<file path="src/rtl/mem_line_initiator_pkg.sv">
// Shared types for the cache-line initiator: address/MESI types, FSM states
// and the line-alignment helper.
package mem_line_initiator_pkg;

  localparam int LINE_WORDS_DEF = 4;
  localparam int INDEX_W        = 9;
  localparam int PAGE_W         = 16;

  typedef enum logic [1:0] {
    INV = 2'b00,
    SHR = 2'b01,
    EXC = 2'b10,
    MOD = 2'b11
  } Tmesi_state;

  typedef struct packed {
    logic [PAGE_W-1:0]  Page_reference;
    logic [INDEX_W-1:0] Index;
  } Taddress;

  typedef enum logic [2:0] {
    IDLE,
    WR_ISSUE,
    RD_ISSUE,
    RD_DRAIN,
    DONE
  } Tline_req_state;

  // Clears the word-offset bits so every beat of the line stays inside one
  // aligned block; the offset is later ORed back in with no carry.
  function automatic logic [INDEX_W-1:0] line_base(input logic [INDEX_W-1:0] idx,
                                                   input int unsigned        words);
    return idx & ~INDEX_W'(words - 1);
  endfunction

endpackage

</file>
<file path="src/rtl/mem_line_initiator_rd_tag_pipe.sv">
// Tags each issued read beat with its word offset and delays it by the
// memory read latency so the tag emerges alongside mem_rdata.
module mem_rd_tag_pipe #(
  parameter int LAT   = 1,
  parameter int IDX_W = 2
) (
  input  logic             clk,
  input  logic             reset,
  input  logic             flush,
  input  logic             in_vld,
  input  logic [IDX_W-1:0] in_idx,
  output logic             out_vld,
  output logic [IDX_W-1:0] out_idx
);

  logic [LAT-1:0]            vld_pipe;
  logic [LAT-1:0][IDX_W-1:0] idx_pipe;

  always_ff @(posedge clk or negedge reset) begin
    if (!reset) begin
      vld_pipe <= '0;
      idx_pipe <= '0;
    end else begin
      vld_pipe[0] <= in_vld && !flush;
      idx_pipe[0] <= in_idx;
      for (int s = 1; s < LAT; s++) begin
        vld_pipe[s] <= vld_pipe[s-1] && !flush;
        idx_pipe[s] <= idx_pipe[s-1];
      end
    end
  end

  assign out_vld = vld_pipe[LAT-1];
  assign out_idx = idx_pipe[LAT-1];

endmodule

</file>
<file path="src/rtl/mem_line_initiator.sv">
// Sequences one cache-line fill or writeback into LINE_WORDS single-word
// MainMemory accesses, returning read words beat by beat plus a done pulse.
module mem_line_initiator
  import mem_line_initiator_pkg::*;
#(
  parameter int LINE_WORDS = LINE_WORDS_DEF,
  parameter int MEM_RD_LAT = 1,
  localparam int OFF_W     = $clog2(LINE_WORDS)
) (
  input  logic                       clk,
  input  logic                       reset,
  input  logic                       req_valid,
  output logic                       req_ready,
  input  logic                       req_write,
  input  Taddress                    req_addr,
  input  logic [LINE_WORDS*32-1:0]   req_wline,
  input  Tmesi_state                 req_mesi,
  output logic                       beat_valid,
  output logic [OFF_W-1:0]           beat_idx,
  output logic [31:0]                beat_data,
  output logic                       done_valid,
  output Tmesi_state                 done_mesi,
  output logic                       done_page_hit,
  output Taddress                    mem_addr,
  output logic [31:0]                mem_wdata,
  output logic                       mem_we,
  output Tmesi_state                 mem_mesi_in,
  input  logic [31:0]                mem_rdata,
  input  Tmesi_state                 mem_mesi_out,
  input  logic [PAGE_W-1:0]          mem_page_ref
);

  localparam logic [OFF_W-1:0] LAST_B = OFF_W'(LINE_WORDS - 1);

  Tline_req_state state, state_nxt;

  logic [OFF_W-1:0]                 b;
  logic [PAGE_W-1:0]                page_q;
  logic [INDEX_W-1:0]               base_q;
  logic [LINE_WORDS-1:0][31:0]      wline_q;
  Tmesi_state                       mesi_q;

  logic             hs;
  logic             last_b;
  logic             last_beat;
  logic             issue_rd;
  logic             tag_vld;
  logic [OFF_W-1:0] tag_idx;

  // Ready is gated by reset so it reads 0 while reset is held.
  assign req_ready = reset && (state == IDLE);
  assign hs        = req_valid && req_ready;
  assign last_b    = (b == LAST_B);
  assign last_beat = beat_valid && (beat_idx == LAST_B);

  always_ff @(posedge clk or negedge reset) begin
    if (!reset) state <= IDLE;
    else        state <= state_nxt;
  end

  always_comb begin
    state_nxt  = state;
    mem_we     = 1'b0;
    issue_rd   = 1'b0;
    done_valid = 1'b0;
    case (state)
      IDLE:     if (hs) state_nxt = req_write ? WR_ISSUE : RD_ISSUE;
      WR_ISSUE: begin
        mem_we = 1'b1;
        if (last_b) state_nxt = DONE;
      end
      RD_ISSUE: begin
        issue_rd = 1'b1;
        if (last_b) state_nxt = RD_DRAIN;
      end
      RD_DRAIN: if (last_beat) state_nxt = DONE;
      DONE: begin
        done_valid = 1'b1;
        state_nxt  = IDLE;
      end
      default:  state_nxt = IDLE;
    endcase
  end

  // Request capture and beat counter; b parks on the last word so the drain
  // phase keeps presenting the final address.
  always_ff @(posedge clk or negedge reset) begin
    if (!reset) begin
      b       <= '0;
      page_q  <= '0;
      base_q  <= '0;
      wline_q <= '0;
      mesi_q  <= INV;
    end else if (hs) begin
      b       <= '0;
      page_q  <= req_addr.Page_reference;
      base_q  <= line_base(req_addr.Index, LINE_WORDS);
      wline_q <= req_wline;
      mesi_q  <= req_mesi;
    end else if ((state == WR_ISSUE || state == RD_ISSUE) && !last_b) begin
      b <= b + OFF_W'(1);
    end
  end

  assign mem_addr    = {page_q, base_q | INDEX_W'(b)};
  assign mem_wdata   = wline_q[b];
  assign mem_mesi_in = mesi_q;

  mem_rd_tag_pipe #(
    .LAT   (MEM_RD_LAT),
    .IDX_W (OFF_W)
  ) u_tag_pipe (
    .clk     (clk),
    .reset   (reset),
    .flush   (state == IDLE),
    .in_vld  (issue_rd),
    .in_idx  (b),
    .out_vld (tag_vld),
    .out_idx (tag_idx)
  );

  // Return stage: register the word the emerging tag belongs to; the last
  // tag also snapshots the line state and page compare.
  always_ff @(posedge clk or negedge reset) begin
    if (!reset) begin
      beat_valid    <= 1'b0;
      beat_idx      <= '0;
      beat_data     <= '0;
      done_mesi     <= INV;
      done_page_hit <= 1'b0;
    end else begin
      beat_valid <= tag_vld;
      if (tag_vld) begin
        beat_idx  <= tag_idx;
        beat_data <= mem_rdata;
      end
      if (hs) begin
        done_mesi     <= INV;
        done_page_hit <= 1'b0;
      end else if (tag_vld && tag_idx == LAST_B) begin
        done_mesi     <= mem_mesi_out;
        done_page_hit <= (mem_page_ref == page_q);
      end
    end
  end

endmodule

</file>
<file path="config.mk">
export PLATFORM = sky130hd
export DESIGN_NAME = mem_line_initiator
export DESIGN_NICKNAME = d
export VERILOG_FILES = /design/src/rtl/mem_line_initiator_pkg.sv /design/src/rtl/mem_line_initiator_rd_tag_pipe.sv /design/src/rtl/mem_line_initiator.sv
export SDC_FILE = /design/constraint.sdc
export NUM_CORES = 1
export LEC_CHECK = 0
export CORE_UTILIZATION = 36
export DETAILED_ROUTE_END_ITERATION = 12
export PLACE_DENSITY = 0.67
export SYNTH_ARGS = -nofsm -noshare
export SYNTH_HDL_FRONTEND = slang
export SYNTH_SLANG_ARGS = --single-unit
</file>
<file path="constraint.sdc">
create_clock -name clk -period 5 [get_ports clk]
set_input_delay 1 -clock clk [delete_from_list [all_inputs] [get_ports clk]]
set_output_delay 1 -clock clk [all_outputs]
set_load 0.005 [all_outputs]
</file>
## Word level (Yosys, flattened, before mapping)

Cells that the tools add are included.

- Order comparisons: 1
- Multiply operators: 0
- Bitwise operators: 1
- Shift-type cells: 0
- Muxes and demuxes: 17
- Reductions and logical operators: 13
- Eq/ne operators: 12
- Add/sub/neg operators: 1
- Div/mod/pow operators: 0

Operators with widths:

| operator | number |
|---|---|
| binary-select mux 32 bit (select 2 bit) | 1 |
| two-way mux 32 bit | 1 |
| equality test 16 bit | 1 |
| two-way mux 3 bit | 4 |
| case mux 3 bit (4 select lines) | 1 |
| two-way mux 2 bit | 5 |
| bitwise OR 9 x 2 -> 9 bit | 1 |
| != test 2 bit, second input constant | 4 |
| equality test 2 bit, second input constant | 3 |
| equality test 3 x 2 -> 1 bit, second input constant | 2 |
| logical AND 1 bit | 6 |
| two-way mux 1 bit | 5 |
| AND reduction 4 bit | 1 |
| nonzero test 2 bit | 2 |
| equality test 3 x 1 -> 1 bit, second input constant | 1 |
| equality test 3 bit, second input constant | 1 |
| zero test 3 bit | 1 |
| < comparator 2 x 3 -> 1 bit, second input constant | 1 |
| adder 2 x 1 -> 2 bit, second input constant | 1 |
| zero test 1 bit | 2 |
| logical OR 1 bit | 1 |

- Bits in read-only memories: 0
- Memories kept: 0
- Bits of input ports: 209
- Bits in registers: 199
- Output and inout bits: 100
- Word-level logic and storage cells: 61
- Bits in latches: 0
- Bits in writable memories: 0

## Depth between registers and ports, before layout

- Depth in word-level cells: 5
- Gate-level depth with buffers: 8
- Mapped depth without buffers: 5

## Modules after synthesis

A second synthesis with hierarchy kept.

- Cells, all modules: 504
- Area, all modules: 8,894.8 µm²

Modules (own cells, without submodules):

| module | area each (µm²) | seq. area each (µm²) | cells an instance | instances |
|---|---|---|---|---|
| mem_line_initiator | 8,805.9 | 4,904.7 | 500 | 1 |
| mem_rd_tag_pipe | 88.8 | 75.1 | 4 | 1 |

## Worst setup path after synthesis

Ideal clock, no wire load.

- Path kind: register to output
- From: register b[0]
- To: output port mem_wdata[10]
- Required time: 4.000 ns
- Buffers on the path: 2
- Arrival: 1.519 ns
- Cell stages (with the launch flop): 4
- Setup slack: 2.481 ns
- Cell sequence: dfrtp_1 > clkbuf_1 > buf_2 > mux4_2

- Longest elaborated chain between the ends: 2

RTL lines:

| element | RTL line | text |
|---|---|---|
| start: declaration | mem_line_initiator.sv:37 | `logic [OFF_W-1:0] b;` |
| start signal: assignment | mem_line_initiator.sv:101 | `b <= b + OFF_W'(1);` |
| binary-select mux 32 bit (select 2 bit) | mem_line_initiator.sv:106 | `assign mem_wdata = wline_q[b];` |
| two-way mux 32 bit (implied by the code) | mem_line_initiator.sv:106 |  |
| end: declaration | mem_line_initiator.sv:25 | `output logic [31:0] mem_wdata,` |

Every way passes these cells. The select of a mux whose other input is x is not followed.

## Worst setup path after layout

- From: register b[0]
- To: output port mem_wdata[26]

The elaborated chain is that of the path after synthesis.

==> results.py <==
metrics = {
    "synth": {
        "netlist.top_cell.by_area": "dfrtp_1",
        "synth.cells.most_frequent": "nand2_1, dfrtp_1, mux2_2",
        "synth_area_per_cell_um2": 10.28,
        "synth_top_area_share_pct": 58.56,
        "synth_mux_area_share_pct": 13.33,
        "synth_fa_ha_area_share_pct": 0.1471,
        "synth.distinct_cells": 30,
        "synth_area_leaders": "dfrtp_1, nand2_1, mux4_2",
        "gate_count_of_the_mapped_netlist": 827,
        "synth-warning-count": 0,
        "simple_gate_fraction_of_synth_area_pct": 21.98,
        "xor_xnor_cell_area_share_of_the_yosys_netlist_pct": 1.751,
        "ys_dominant_reg_cell": "dfrtp_1",
        "register_area_share_after_synthesis_pct": 58.56,
        "synth.cell_area_um2": 8503,
        "synth_top_family_by_area": "simple AND/OR/NAND/NOR gates",
        "synth.net_count": 1037,
        "synth_async_sr_flop_share_pct": 100.0,
        "postSynthRegisterBits": 199,
        "post-synth-top-count-cell": "nand2_1",
        "edff_count_synth": 0,
        "synth_area_in_compound_gates_pct": 0.6327,
    },
    "floorplanning": {
        "die_w_um": 155.7,
        "row_count": 55,
        "die-height_um": 155.7,
        "coreArea_um2": 22920,
        "die-area_um2": 24240,
        "io_pins": 309,
        "starting_utilization_of_the_core_area_pct": 37.11,
    },
    "global_routing": {
        "grt_use_met3_pct": 7.417,
        "pin_count_of_the_biggest_net_entering_global_routing": 90,
        "grt_pass1_vias": 6694,
        "grt.met2_usage_pct": 31.03,
        "grt_usage_pct": 18.94,
        "grt_antenna_before_repair": 0,
        "grt_use_met1_pct": 23.29,
        "globalRouteOverflowTotal": 0,
        "grt_most_used_layer": "met2",
        "wire_length_of_the_first_global_routing_pass_um": 35540,
    },
    "critical_path": {
        "worst_path_dominant_cell_family": "buffers and inverters",
        "worst_ep_required_time_ns": 4.00,
        "cp-start-kind": "register",
        "critical_path_peak_fanout": 14,
        "worstPathCellList": "buf_4 -> mux4_2 -> clkdlybuf4s50_1",
        "timing.critical_path.arrival_ns": 2.62,
        "cell_at_the_slowest_stage_of_the_critical_path": "dfrtp_2",
        "worst-path-buf-inv": 2,
        "end_kind": "primary output",
        "crit_path_max_incr_delay_ns": 0.67,
        "worstSetupPathType": "register to primary output",
    },
    "timing": {
        "whs_ns": 0.4722,
        "fmax_ghz": 0.2761,
        "final.setup.tns_ns": 0,
        "tightestPinTransition_ns": 1.033,
        "unrepaired_setup_endpoints_after_global_routing": "false",
        "slew_headroom_pct": 31.10,
        "setup_viol_count_final": 0,
        "skew_ns": 0.01435,
        "maxSlewViolCount": 0,
        "layout_min_cycle_time_ns": 3.621,
        "hold_viol_final": 0,
        "post-route-period-util_pct": 72.43,
    },
    "final_layout": {
        "finish.net_count": 1322,
        "number_of_diodes_added_for_antenna_fixing": 0,
        "stdcell_area_um2": 12350,
        "synthToLayoutAreaGrowth_pct": 45.19,
        "final_layout_size_suffix_gt1_share_pct": 10.04,
        "postLayoutCoreUtil_pct": 53.87,
    },
    "placement": {
        "gp_congestion": 0.7650,
        "place.detailed.hpwl_um": 15230,
        "placedInstanceArea_um2": 11750,
        "port_buffers": 306,
    },
    "clock_tree": {
        "cts.sinks": 199,
        "cts_resized": 0,
        "clkLatencyLatePin_ns": 0.43,
        "cts-buffers-inserted": 17,
        "cts_root_buffer": "clkbuf_16",
        "path_clk_slew_ns": 0.07,
        "tritoncts": "built",
        "holdBufCountCts": 0,
        "cts_htree_levels": 4,
        "cts_setup_buffers": 0,
        "cts-root-to-sink-buffers": 2,
    },
    "drt": {
        "antenna_violating_nets_post_route": 0,
        "vias_per_cell": 4.575,
        "drt_drc_violations_left": 0,
        "drt_pass1_iterations": 5,
        "initialDrtViolationCount": 304,
        "num_vias": 6579,
        "wl_per_cell_um": 15.36,
        "finalWirelength_um": 22080,
    },
    "status": {
        "status": "finished clean",
    },
    "power": {
        "max-vdd-ir-drop_mv": 0.2485,
        "p_per_area_nw_per_um2": 572.3,
        "p_leak_nw": 5.798,
    },
    "flow_run": {
        "drv.max_cap_violation_count": 0,
    },
    "hold_path": {
        "worst_hold_path_type": "register to register",
    },
}
final timing paths:
check / from / to / slack [ns] / depth (start not counted)
max in group asynchronous: reset / b[0]$_DFFE_PN0P_ / 3.08 / 2
min in group asynchronous: reset / wline_q[80]$_DFFE_PN0P_ / 0.49 / 1
min reg2reg: wline_q[126]$_DFFE_PN0P_ / wline_q[126]$_DFFE_PN0P_ / 0.47 / 2
max reg2reg: state[0]$_DFFE_PN0P_ / wline_q[9]$_DFFE_PN0P_ / 2.50 / 5
min: wline_q[126]$_DFFE_PN0P_ / wline_q[126]$_DFFE_PN0P_ / 0.47 / 2
max: b[0]$_DFFE_PN0P_ / mem_wdata[26] / 1.38 / 3
report_power, final:
part | leakage, nW | switching, mW | internal (mW)
Clock | 0.288 | 0.680 | 0.717
Combinational | 3.05 | 1.02 | 1.79
Sequential | 2.46 | 0.515 | 2.35
cell type report:
cell class,count,area (um^2)
Timing Repair Buffer,314,3139
Clock buffer,19,432.9
Tap cell,313,391.6
Fill cell,2085,10570
Sequential cell,199,4982
Multi-Input combinational cell,577,3228
Inverter,3,11.26
Clock inverter,13,160.2
layer usage:
metal / routed length, um / vias up
met4: 284 / 0
met3: 2011 / 15
met1: 9375 / 3127
met5: 0 / -
li1: - / 3208
met2: 10410 / 229
through the flow:
stage	setup WS, ns	cells	power (mW)
6_report	1.379	1438	7.066
3_3_place_gp	1.591	1406	5.680
4_1_cts	1.311	1438	7.179
3_5_place_dp	1.569	1406	5.755
5_1_grt	1.224	1438	7.591
2_1_floorplan	2.481	827	4.168
cells in the final DEF (no fill, tap or decap):
| cell | count |
|---|---|
| nand2_4 | 1 |
| mux4_2 | 32 |
| inv_1 | 3 |
| clkbuf_16 | 17 |
| a41oi_1 | 1 |
| inv_8 | 1 |
| o31ai_1 | 1 |
| nor2_1 | 7 |
| buf_12 | 1 |
| and2_4 | 1 |
| dfrtp_2 | 2 |
| clkbuf_8 | 1 |
| clkbuf_1 | 2 |
| xor2_1 | 16 |
| nand2b_1 | 1 |
| inv_6 | 6 |
| mux2_2 | 34 |
| ha_1 | 1 |
| dfrtp_1 | 197 |
| clkdlybuf4s50_1 | 305 |
| nor2b_1 | 1 |
| buf_4 | 7 |
| nor3b_1 | 1 |
| a21oi_1 | 1 |
| clkinv_8 | 3 |
| mux2i_1 | 3 |
| a21oi_2 | 1 |
| bufinv_16 | 1 |
| nor4b_4 | 1 |
| nand4_1 | 1 |
| clkinv_4 | 2 |
| a2bb2oi_1 | 1 |
| nand2_1 | 461 |
| nor4_1 | 4 |
| or3b_2 | 2 |
| a31oi_1 | 1 |
| xnor2_1 | 1 |
| a211o_1 | 1 |
| nand3_1 | 2 |
logic make-up after synthesis:
group | after synthesis
XOR/XNOR | 17
multiplexers | 69
buffers and inverters | 51
AO/OA/AOI/OAI | 7
AND/OR/NAND/NOR | 483
adder cells (fa/ha/maj) | 1
flip-flops | 199
sequential cells by signal, indices dropped and copies added, names as in the netlist:
name and count:
beat_data 32, wline_q 128, mem_mesi_in 2, u_tag_pipe.out_idx 2, page_q 16, done_page_hit 1, beat_valid 1, beat_idx 2
u_tag_pipe.out_vld 1, base_q 7, done_mesi 2, state 3, b 2
worst register-to-register path: cells and delay by family, from the launching register on:
family	cells	cell delay, ns
buffers and inverters	1	0.60
DFF	1	0.48
and+or+nand+nor	4	1.31
No activity file was read; power rests on OpenSTA's default activity.
